File: src/rtl/grf_pkg.sv
// Shared constants and helpers for the register file with busy-bit scoreboard.
// Helper functions work on maximum-width vectors; callers zero-extend into them.
package grf_pkg;

    localparam int DATA_W_DEF = 32;
    localparam int ADDR_W_DEF = 5;
    localparam int NUM_RD_DEF = 2;
    localparam int NUM_WR_DEF = 1;

    localparam int MAX_WR     = 8;
    localparam int MAX_ADDR_W = 8;
    localparam int MAX_REGS   = 256;
    localparam int IDX_W      = 3;

    typedef struct packed {
        logic             hit;
        logic [IDX_W-1:0] idx;
    } match_t;

    function automatic int unsigned popcount(input logic [MAX_REGS-1:0] v);
        int unsigned n;
        n = 0;
        for (int k = 0; k < MAX_REGS; k++) begin
            n += {31'd0, v[k]};
        end
        return n;
    endfunction

    // Later ports overwrite earlier hits, so the highest-index matching port wins.
    function automatic match_t match_last(input logic [MAX_WR-1:0]            en,
                                          input logic [MAX_WR*MAX_ADDR_W-1:0] addrs,
                                          input logic [MAX_ADDR_W-1:0]        addr);
        match_t m;
        m = '0;
        if (addr != '0) begin
            for (int j = 0; j < MAX_WR; j++) begin
                if (en[j] && addrs[j*MAX_ADDR_W +: MAX_ADDR_W] == addr) begin
                    m.hit = 1'b1;
                    m.idx = IDX_W'(j);
                end
            end
        end
        return m;
    endfunction

endpackage

File: src/rtl/grf_sb_bypass.sv
// One read port: selects same-cycle write data over stored data and reports
// whether a write hit occurred so the caller can mask the busy bit.
module grf_bypass
    import grf_pkg::*;
#(
    parameter int DATA_W = DATA_W_DEF,
    parameter int ADDR_W = ADDR_W_DEF,
    parameter int NUM_WR = NUM_WR_DEF
) (
    input  logic [ADDR_W-1:0]        rd_addr_i,
    input  logic [DATA_W-1:0]        stored_data_i,
    input  logic [NUM_WR-1:0]        wr_en_i,
    input  logic [NUM_WR*ADDR_W-1:0] wr_addr_i,
    input  logic [NUM_WR*DATA_W-1:0] wr_data_i,
    output logic [DATA_W-1:0]        rd_data_o,
    output logic                     wr_hit_o
);

    logic [MAX_WR-1:0]            en_ext;
    logic [MAX_WR*MAX_ADDR_W-1:0] addr_ext;
    logic [MAX_ADDR_W-1:0]        ra_ext;
    match_t                       m;
    logic [DATA_W-1:0]            byp_data;

    always_comb begin
        en_ext   = '0;
        addr_ext = '0;
        ra_ext   = '0;
        en_ext[NUM_WR-1:0]   = wr_en_i;
        ra_ext[ADDR_W-1:0]   = rd_addr_i;
        for (int j = 0; j < NUM_WR; j++) begin
            addr_ext[j*MAX_ADDR_W +: ADDR_W] = wr_addr_i[j*ADDR_W +: ADDR_W];
        end
        m = match_last(en_ext, addr_ext, ra_ext);

        byp_data = '0;
        for (int j = 0; j < NUM_WR; j++) begin
            if (int'(m.idx) == j) begin
                byp_data = wr_data_i[j*DATA_W +: DATA_W];
            end
        end

        wr_hit_o = m.hit;
        if (rd_addr_i == '0) begin
            rd_data_o = '0;
        end else if (m.hit) begin
            rd_data_o = byp_data;
        end else begin
            rd_data_o = stored_data_i;
        end
    end

endmodule

File: src/rtl/grf_sb.sv
// Multi-port register file (r0 hardwired to zero) with write-to-read bypass and
// a per-register busy scoreboard driven by claims, writebacks and flush.
module grf_sb
    import grf_pkg::*;
#(
    parameter int DATA_W = DATA_W_DEF,
    parameter int ADDR_W = ADDR_W_DEF,
    parameter int NUM_RD = NUM_RD_DEF,
    parameter int NUM_WR = NUM_WR_DEF
) (
    input  logic                     clk,
    input  logic                     reset_n,
    input  logic [NUM_RD*ADDR_W-1:0] rd_addr,
    output logic [NUM_RD*DATA_W-1:0] rd_data,
    output logic [NUM_RD-1:0]        rd_busy,
    input  logic [NUM_WR-1:0]        wr_en,
    input  logic [NUM_WR*ADDR_W-1:0] wr_addr,
    input  logic [NUM_WR*DATA_W-1:0] wr_data,
    input  logic                     claim_en,
    input  logic [ADDR_W-1:0]        claim_addr,
    input  logic                     flush,
    output logic [ADDR_W:0]          busy_cnt
);

    localparam int DEPTH = 2**ADDR_W;

    logic [DATA_W-1:0]   regs_q [DEPTH];
    logic [DATA_W-1:0]   regs_d [DEPTH];
    logic [DEPTH-1:0]    busy_q, busy_d;
    logic [ADDR_W:0]     busy_cnt_q, busy_cnt_d;
    logic [MAX_REGS-1:0] busy_ext;

    // Ports applied in index order so the highest-index port wins a conflict.
    always_comb begin
        regs_d = regs_q;
        for (int j = 0; j < NUM_WR; j++) begin
            if (wr_en[j] && wr_addr[j*ADDR_W +: ADDR_W] != '0) begin
                regs_d[wr_addr[j*ADDR_W +: ADDR_W]] = wr_data[j*DATA_W +: DATA_W];
            end
        end
    end

    // Applied lowest priority first: writeback clear, then claim, then flush.
    always_comb begin
        busy_d = busy_q;
        for (int j = 0; j < NUM_WR; j++) begin
            if (wr_en[j]) begin
                busy_d[wr_addr[j*ADDR_W +: ADDR_W]] = 1'b0;
            end
        end
        if (claim_en && claim_addr != '0) begin
            busy_d[claim_addr] = 1'b1;
        end
        if (flush) begin
            busy_d = '0;
        end
        busy_d[0] = 1'b0;

        busy_ext = '0;
        busy_ext[DEPTH-1:0] = busy_d;
        busy_cnt_d = (ADDR_W+1)'(popcount(busy_ext));
    end

    always_ff @(posedge clk or negedge reset_n) begin
        if (!reset_n) begin
            for (int r = 0; r < DEPTH; r++) begin
                regs_q[r] <= '0;
            end
            busy_q     <= '0;
            busy_cnt_q <= '0;
        end else begin
            for (int r = 0; r < DEPTH; r++) begin
                regs_q[r] <= regs_d[r];
            end
            busy_q     <= busy_d;
            busy_cnt_q <= busy_cnt_d;
        end
    end

    assign busy_cnt = busy_cnt_q;

    for (genvar gi = 0; gi < NUM_RD; gi++) begin : g_rd
        logic [ADDR_W-1:0] ra;
        logic              hit;

        assign ra = rd_addr[gi*ADDR_W +: ADDR_W];

        grf_bypass #(
            .DATA_W (DATA_W),
            .ADDR_W (ADDR_W),
            .NUM_WR (NUM_WR)
        ) u_bypass (
            .rd_addr_i     (ra),
            .stored_data_i (regs_q[ra]),
            .wr_en_i       (wr_en),
            .wr_addr_i     (wr_addr),
            .wr_data_i     (wr_data),
            .rd_data_o     (rd_data[gi*DATA_W +: DATA_W]),
            .wr_hit_o      (hit)
        );

        // The bypass already delivers the value, so the reader need not stall.
        assign rd_busy[gi] = busy_q[ra] & ~hit;
    end

endmodule

File: config.mk
export PLATFORM = sky130hd
export DESIGN_NAME = grf_sb
export DESIGN_NICKNAME = d
export VERILOG_FILES = /design/src/rtl/grf_pkg.sv /design/src/rtl/grf_sb_bypass.sv /design/src/rtl/grf_sb.sv
export SDC_FILE = /design/constraint.sdc
export NUM_CORES = 2
export LEC_CHECK = 0
export BUFFER_PORTS_ARGS = -buffer_cell sky130_fd_sc_hd__buf_2
export CAP_MARGIN = 20
export CORE_MARGIN = 1
export CORE_UTILIZATION = 53
export CTS_BUF_LIST = sky130_fd_sc_hd__clkbuf_8 sky130_fd_sc_hd__clkbuf_16
export DETAILED_ROUTE_END_ITERATION = 16
export PLACE_DENSITY = 0.8
export REMOVE_ABC_BUFFERS = 1
export SLEW_MARGIN = 20
export SYNTH_ARGS = -nofsm -noshare
export SYNTH_HDL_FRONTEND = slang
export SYNTH_SLANG_ARGS = --single-unit
File: constraint.sdc
create_clock -name clk -period 5.6 [get_ports clk]
set_input_delay 0.56 -clock clk [delete_from_list [all_inputs] [get_ports clk]]
set_output_delay 0.56 -clock clk [all_outputs]
set_load 0.005 [all_outputs]
Word level (Yosys, flattened, before mapping)
Index checks and enable logic that the tools add are counted.

word-level totals
  bits of input ports = 57
  output and inout bits = 72
  register bits after elaboration = 1061
  logic and storage cells = 131

operators by class
  muxes and demuxes = 30
  equal/unequal tests = 2
  reductions and logical operators = 15
  bitwise logic cells = 10
  $add $sub $neg = 30
  magnitude comparators = 10

operator list
  kind                                                 number
  bitwise mux 1024 bit                                 1
  2-to-1 mux 32 bit                                    14
  binary-select mux 32 bit (select 5 bit)              2
  demux 32 bit (select 5 bit)                          1
  adder 6 x 1 -> 6 bit                                 25
  bitwise AND 32 bit                                   1
  inverter 32 bit                                      1
  OR 32 bit                                            1
  < comparator 5 x 6 -> 1 bit, second input constant   4
  nonzero test 5 bit                                   4
  >= comparator 6 bit, second input constant           3
  inverter 5 -> 6 bit                                  3
  2-to-1 mux 4 bit                                     4
  binary-select mux 1 bit (select 5 bit)               2
  demux 1 bit (select 5 bit)                           2
  equality test 5 bit                                  2
  >= comparator 5 x 1 -> 1 bit, second input constant  2
  logical NOT 5 bit                                    2
  logical AND 1 bit                                    7
  adder 5 x 1 -> 6 bit                                 1
  logical NOT 3 bit                                    2
  < comparator 6 x 1 -> 1 bit, second input constant   1
  adder 4 x 1 -> 5 bit                                 1
  adder 3 x 1 -> 4 bit                                 1
  5 further kinds                                      10

Longest topological paths before layout
  depth in word-level cells = 40
  depth in mapped cells = 23
  mapped depth without buffers = 21

By module
A second synthesis with hierarchy kept.

unflattened totals
  cells, all modules = 3730
  area total of the unflattened synthesis = 58055.7 um2

by module, submodules not included
  module      area each (um2)  cells each  sequential area each (um2)  times used
  grf_sb      56536.7          3480        26550.5                     1
  grf_bypass  759.5            125         0.0                         2

Worst setup path after synthesis
Ideal clock, no wire load.

  path kind = input to register
  start = input wr_addr[3]
  end = register busy_cnt_q[4] (netlist: busy_cnt[4])
  arrival time = 5.852 ns
  slack = -0.332 ns
  data required time = 5.520 ns
  setup time = 0.080 ns
  buffers on the path = 2
  stages on the path = 21
  cell sequence = buf_2 > nor3b_1 > nand2_1 > clkbuf_1 > a22oi_1 > nor2_1 > fa_1 > inv_1 > fa_1 > fa_1 > fa_1 > fa_1 > inv_1 > fa_1 > inv_1 > fa_1 > inv_1 > fa_1 > a21o_1 > a21oi_1 > xnor2_1

on the way
  elaborated cells between the ends (all ways) = 41
  classes of those cells = add/sub: 30; order compare: 2; mux: 5; bitwise: 3; reduce/logical: 1

RTL lines
  item                                                                                                      line           text
  start: declaration                                                                                        grf_sb.sv:17   input logic [NUM_WR*ADDR_W-1:0] wr_addr,
  < comparator 5 x 6 -> 1 bit (implied by the code) / >= comparator 5 x 1 -> 1 bit (equally long branches)  grf_sb.sv:48   busy_d[wr_addr[j*ADDR_W +: ADDR_W]] = 1'b0;
  logical AND 1 bit (implied by the code)                                                                   grf_sb.sv:48
  2-to-1 mux 1 bit (implied by the code)                                                                    grf_sb.sv:48
  demux 1 bit (select 5 bit) (*)                                                                            grf_sb.sv:48
  inverter 32 bit (no source line) (*)                                                                      n/a
  bitwise AND 32 bit (no source line) (*)                                                                   n/a
  2-to-1 mux 32 bit (*)                                                                                     grf_sb.sv:47   if (wr_en[j]) begin
  OR 32 bit (no source line)                                                                                n/a
  2-to-1 mux 32 bit (*)                                                                                     grf_sb.sv:51   if (claim_en && claim_addr != '0) begin
  2-to-1 mux 32 bit (*)                                                                                     grf_sb.sv:54   if (flush) begin
  via busy_d[8]                                                                                             grf_sb.sv:29   logic [DEPTH-1:0] busy_q, busy_d;
  adder 6 x 1 -> 6 bit (*) (24 in series)                                                                   grf_pkg.sv:24  n += {31'd0, v[k]};
  via busy_cnt_d[4]                                                                                         grf_sb.sv:30   logic [ADDR_W:0] busy_cnt_q, busy_cnt_d;
  end signal: assignment                                                                                    grf_sb.sv:76   busy_cnt_q <= busy_cnt_d;
  end: declaration                                                                                          grf_sb.sv:30

Mark *: on every way through the listed nets, which the timed path passes. The rest lies on a longest branch.
A chain may end at the register's enable or synchronous reset.

Final worst setup path
  start = input wr_addr[0]
  end = register busy_cnt_q[4] (netlist: busy_cnt[4])

on the way
  elaborated cells between the ends (all ways) = 41
  classes of those cells = add/sub: 30; order compare: 2; mux: 5; bitwise: 3; reduce/logical: 1

RTL lines
  item                                                                                                      line
  < comparator 5 x 6 -> 1 bit (implied by the code) / >= comparator 5 x 1 -> 1 bit (equally long branches)  grf_sb.sv:48
  logical AND 1 bit (implied by the code)                                                                   grf_sb.sv:48
  2-to-1 mux 1 bit (implied by the code)                                                                    grf_sb.sv:48
  demux 1 bit (select 5 bit) (*)                                                                            grf_sb.sv:48
  inverter 32 bit (no source line) (*)                                                                      n/a
  bitwise AND 32 bit (no source line) (*)                                                                   n/a
  2-to-1 mux 32 bit (*)                                                                                     grf_sb.sv:47
  OR 32 bit (no source line)                                                                                n/a
  2-to-1 mux 32 bit (*)                                                                                     grf_sb.sv:51
  2-to-1 mux 32 bit (*)                                                                                     grf_sb.sv:54
  via busy_d[28]                                                                                            grf_sb.sv:29
  adder 6 x 1 -> 6 bit (*) (4 in series)                                                                    grf_pkg.sv:24
  via busy_cnt_d[4]                                                                                         grf_sb.sv:30

Marked as above.

==> run metrics <==
Slowest-stage cell, CP=fa_1; CP delay by family, top=adder cells; sequential area share after synthesis=45.6%; WS Path Type=in -> reg; Yosys top cell area share=45.6%; PwrDens=345 nW/um^2; cells after synthesis=4,448; CP max FO=5; Die Footprint=111,000 um^2; Initial Utilization=53.5%; Area contributors post-synth=dfrtp_1 (46%), mux2_2 (19%), mux2i_1 (11%), mux4_2 (8.9%), a22oi_1 (2.9%); worst-skew pair later-pin latency=0.70 ns; # Max-Cap Violations=0; placed cell areas=60,100 um^2; RSZ-0062 raised after global routing=no; total track usage=32.8%; vias in the first global route=41,882; TritonCTS buffer count=112; Slew @ Worst Pin=1.17 ns; R2R setup slack=0.54 ns; antenna viol nets, final=0; crit-path cells=buf_2 > or3b_1 > o21ai_0 > a21oi_1 > fa_1 > inv_1 > fa_1 > inv_1 > fa_1 > inv_1 > fa_1 > fa_1 > inv_1 > fa_1 > inv_1 > fa_1 > inv_1 > fa_1 > a21o_1 > a21oi_1 > xnor2_1; grt ovf=0; Post-synth EDFFs=0; I/O Pins=129; most frequent cells in the layout=dfrtp_1 (1,061), mux2_2 (958), mux2i_1 (621); relative slew slack=21.8%; Peak VDD IR=284 uV; Seq cells post-synth=1,061; die extent in x=333 um; Final Slew Violations=0; largest net degree at the start of global routing=153; leading area contributor after synthesis=dfrtp_1; row count=121; Leakage=29.3 nW; crit path DAT=5.83 ns; vias per cell=7.03; Filler Cell Count=8,284; CP Launch Type=primary input; final WL=184 mm; CTS tree=done; hold path start=flush; synth unique cells=55; DRC=0; min cycle time layout=5.21 ns; R2R Path Start=busy_q[26]; top_reg_cell synth=dfrtp_1; CP Capture Type=register; design area=63,900 um^2; fmax=0.192 GHz; CTS clk-pin slew, worst paths=0.06 ns; Critical Path Max Stage Delay=0.56 ns; first-pass GRT wire length=273 mm; root buffer cell=clkbuf_16; Post-synth ARST share=100%; Post-CTS Setup Bufs=0; CP startpoint=wr_addr[0]; DP HPWL=99.3 mm; core area=109,000 um^2; Worst Skew=0.0244 ns; Req. time, crit path=6.22 ns; CTS Buffer Depth=3; final core occ=58.7%; Sink Count=1,061; synthesized area=58,200 um^2; total power=22.0 mW; final cycle utilization of the critical path=93.0%; Crit path top cell by count=fa_1; RePlAce Congestion=0.900; drt initial violations=5,272; TritonRoute pass-1 iters=6; Final Hold Vio Count=0; synthesis-to-finish area growth=9.69%; # port buffers=128; most common cell after layout, fill and taps aside=dfrtp_1; H-tree levels=3; Die Ht=333 um; Final setup viols=0; syn avg cell area=13.1 um^2; routed vias=41,295; Min-Delay Path Class=in -> reg; status=finished clean; crit path buf inv count=7; final setup TNS=0 ns; initial antenna violation count=8; Synth Warn #=0; DR WL/cell=31.2 um; Layout Nets=4,453; layout cells sized above 1=38.2%
[synth_stat cells (4+ instances only)]
cell type and n:
dfrtp_1 1061, mux2_2 958, mux2i_1 621, mux4_2 230, clkbuf_1 228, a22oi_1 223, nand2_1 140, buf_2 136
nand3_1 98, a21oi_1 81, nor2_1 73, buf_4 67, o21ai_0 48, mux2_1 38, buf_1 37, inv_1 37
o211ai_1 33, a221oi_1 32, a31oi_1 32, o22ai_1 31, o22a_1 28, or3_1 28, a22o_1 26, nand4_1 26
fa_1 23, a21o_1 15, buf_6 10, nor3b_1 9, xnor2_1 9, nor2b_1 8, a32o_1 7, ha_1 7
and3b_1 4, nand2b_1 4, o2111ai_1 4, xor2_1 4
[worst paths after layout]
| check | end | depth (start not counted) |
|---|---|---|
| setup / recovery | busy_cnt[4] | 21 |
| hold reg to reg | regs_q[1019] | 0 |
| max in group asynchronous | regs_q[905] | 3 |
| setup reg to reg | busy_cnt[4] | 19 |
| hold / removal | busy_q[24] | 2 |
| min in group asynchronous | busy_cnt[4] | 2 |
[metrics by stage]
stage / setup slack (ns) / std cells / hold WS (ns)
finish: 0.393 / 5877 / 0.316
global route: 0.0368 / 5871 / 0.317
CTS: 0.383 / 5867 / 0.282
detailed placement: -0.327 / 5663 / 0.388
global placement: -0.349 / 5662 / 0.384
floorplan: -0.520 / 3967 / 0.264
[sequential cells by signal, indices dropped and copies added (netlist names)]
signal,flops
busy_q,31
busy_cnt,6
regs_q,1024
[worst register-to-register path, cell delays in order (launching register included)]
cell,delay [ns]
dfrtp_1,0.39
o21ai_0,0.08
a21oi_1,0.13
fa_1,0.55
inv_1,0.05
fa_1,0.56
inv_1,0.07
fa_1,0.47
inv_1,0.05
fa_1,0.46
fa_1,0.49
inv_1,0.05
fa_1,0.42
inv_1,0.07
fa_1,0.15
inv_1,0.06
fa_1,0.44
a21o_1,0.19
a21oi_1,0.16
xnor2_1,0.14
[power breakdown]
| group | internal [mW] | switching [mW] | leakage, nW |
|---|---|---|---|
| Sequential | 9.08 | 1.09 | 13.6 |
| Combinational | 2.40 | 1.93 | 13.7 |
| Clock | 4.35 | 3.16 | 1.95 |
[what timing repair did]
action                                 CTS  global route
endpoints found under the hold margin   84             0
hold buffers                             1             0
resized for setup                        0             0
[cell type report]
type | instances | area, um^2 | share of cell area (%)
multi-input combinational | 2869 | 29500 | 46.2
sequential | 1061 | 26600 | 41.6
clock buffer | 138 | 3170 | 4.96
timing repair buffer | 285 | 2150 | 3.36
tap | 1414 | 1770 | 2.77
clock inverter | 65 | 556 | 0.870
inverter | 37 | 139 | 0.217
antenna | 8 | 20.0 | 0.0313
[logic make-up (layout without fill, tap and decap cells)]
family	count (synthesis)	count (layout)	synth area share [%]
flops	1061	1061	45.6
other cells	0	8	0
simple gates	410	410	3.34
xor+xnor	13	13	0.196
buf+inv	518	525	4.24
fa+ha+maj	30	30	0.941
mux	1847	1847	38.8
compound gates	569	569	6.87
[per-layer routing]
| metal | GRT usage (%) | vias to the layer above | routed length [um] |
|---|---|---|---|
| li1 | - | 16579 | - |
| met1 | 44.0 | 21453 | 70100 |
| met2 | 48.8 | 2624 | 82200 |
| met3 | 9.04 | 631 | 21300 |
| met4 | 16.9 | 8 | 9970 |
| met5 | 0 | - | 51 |
Power figures use the tool's default switching activity.
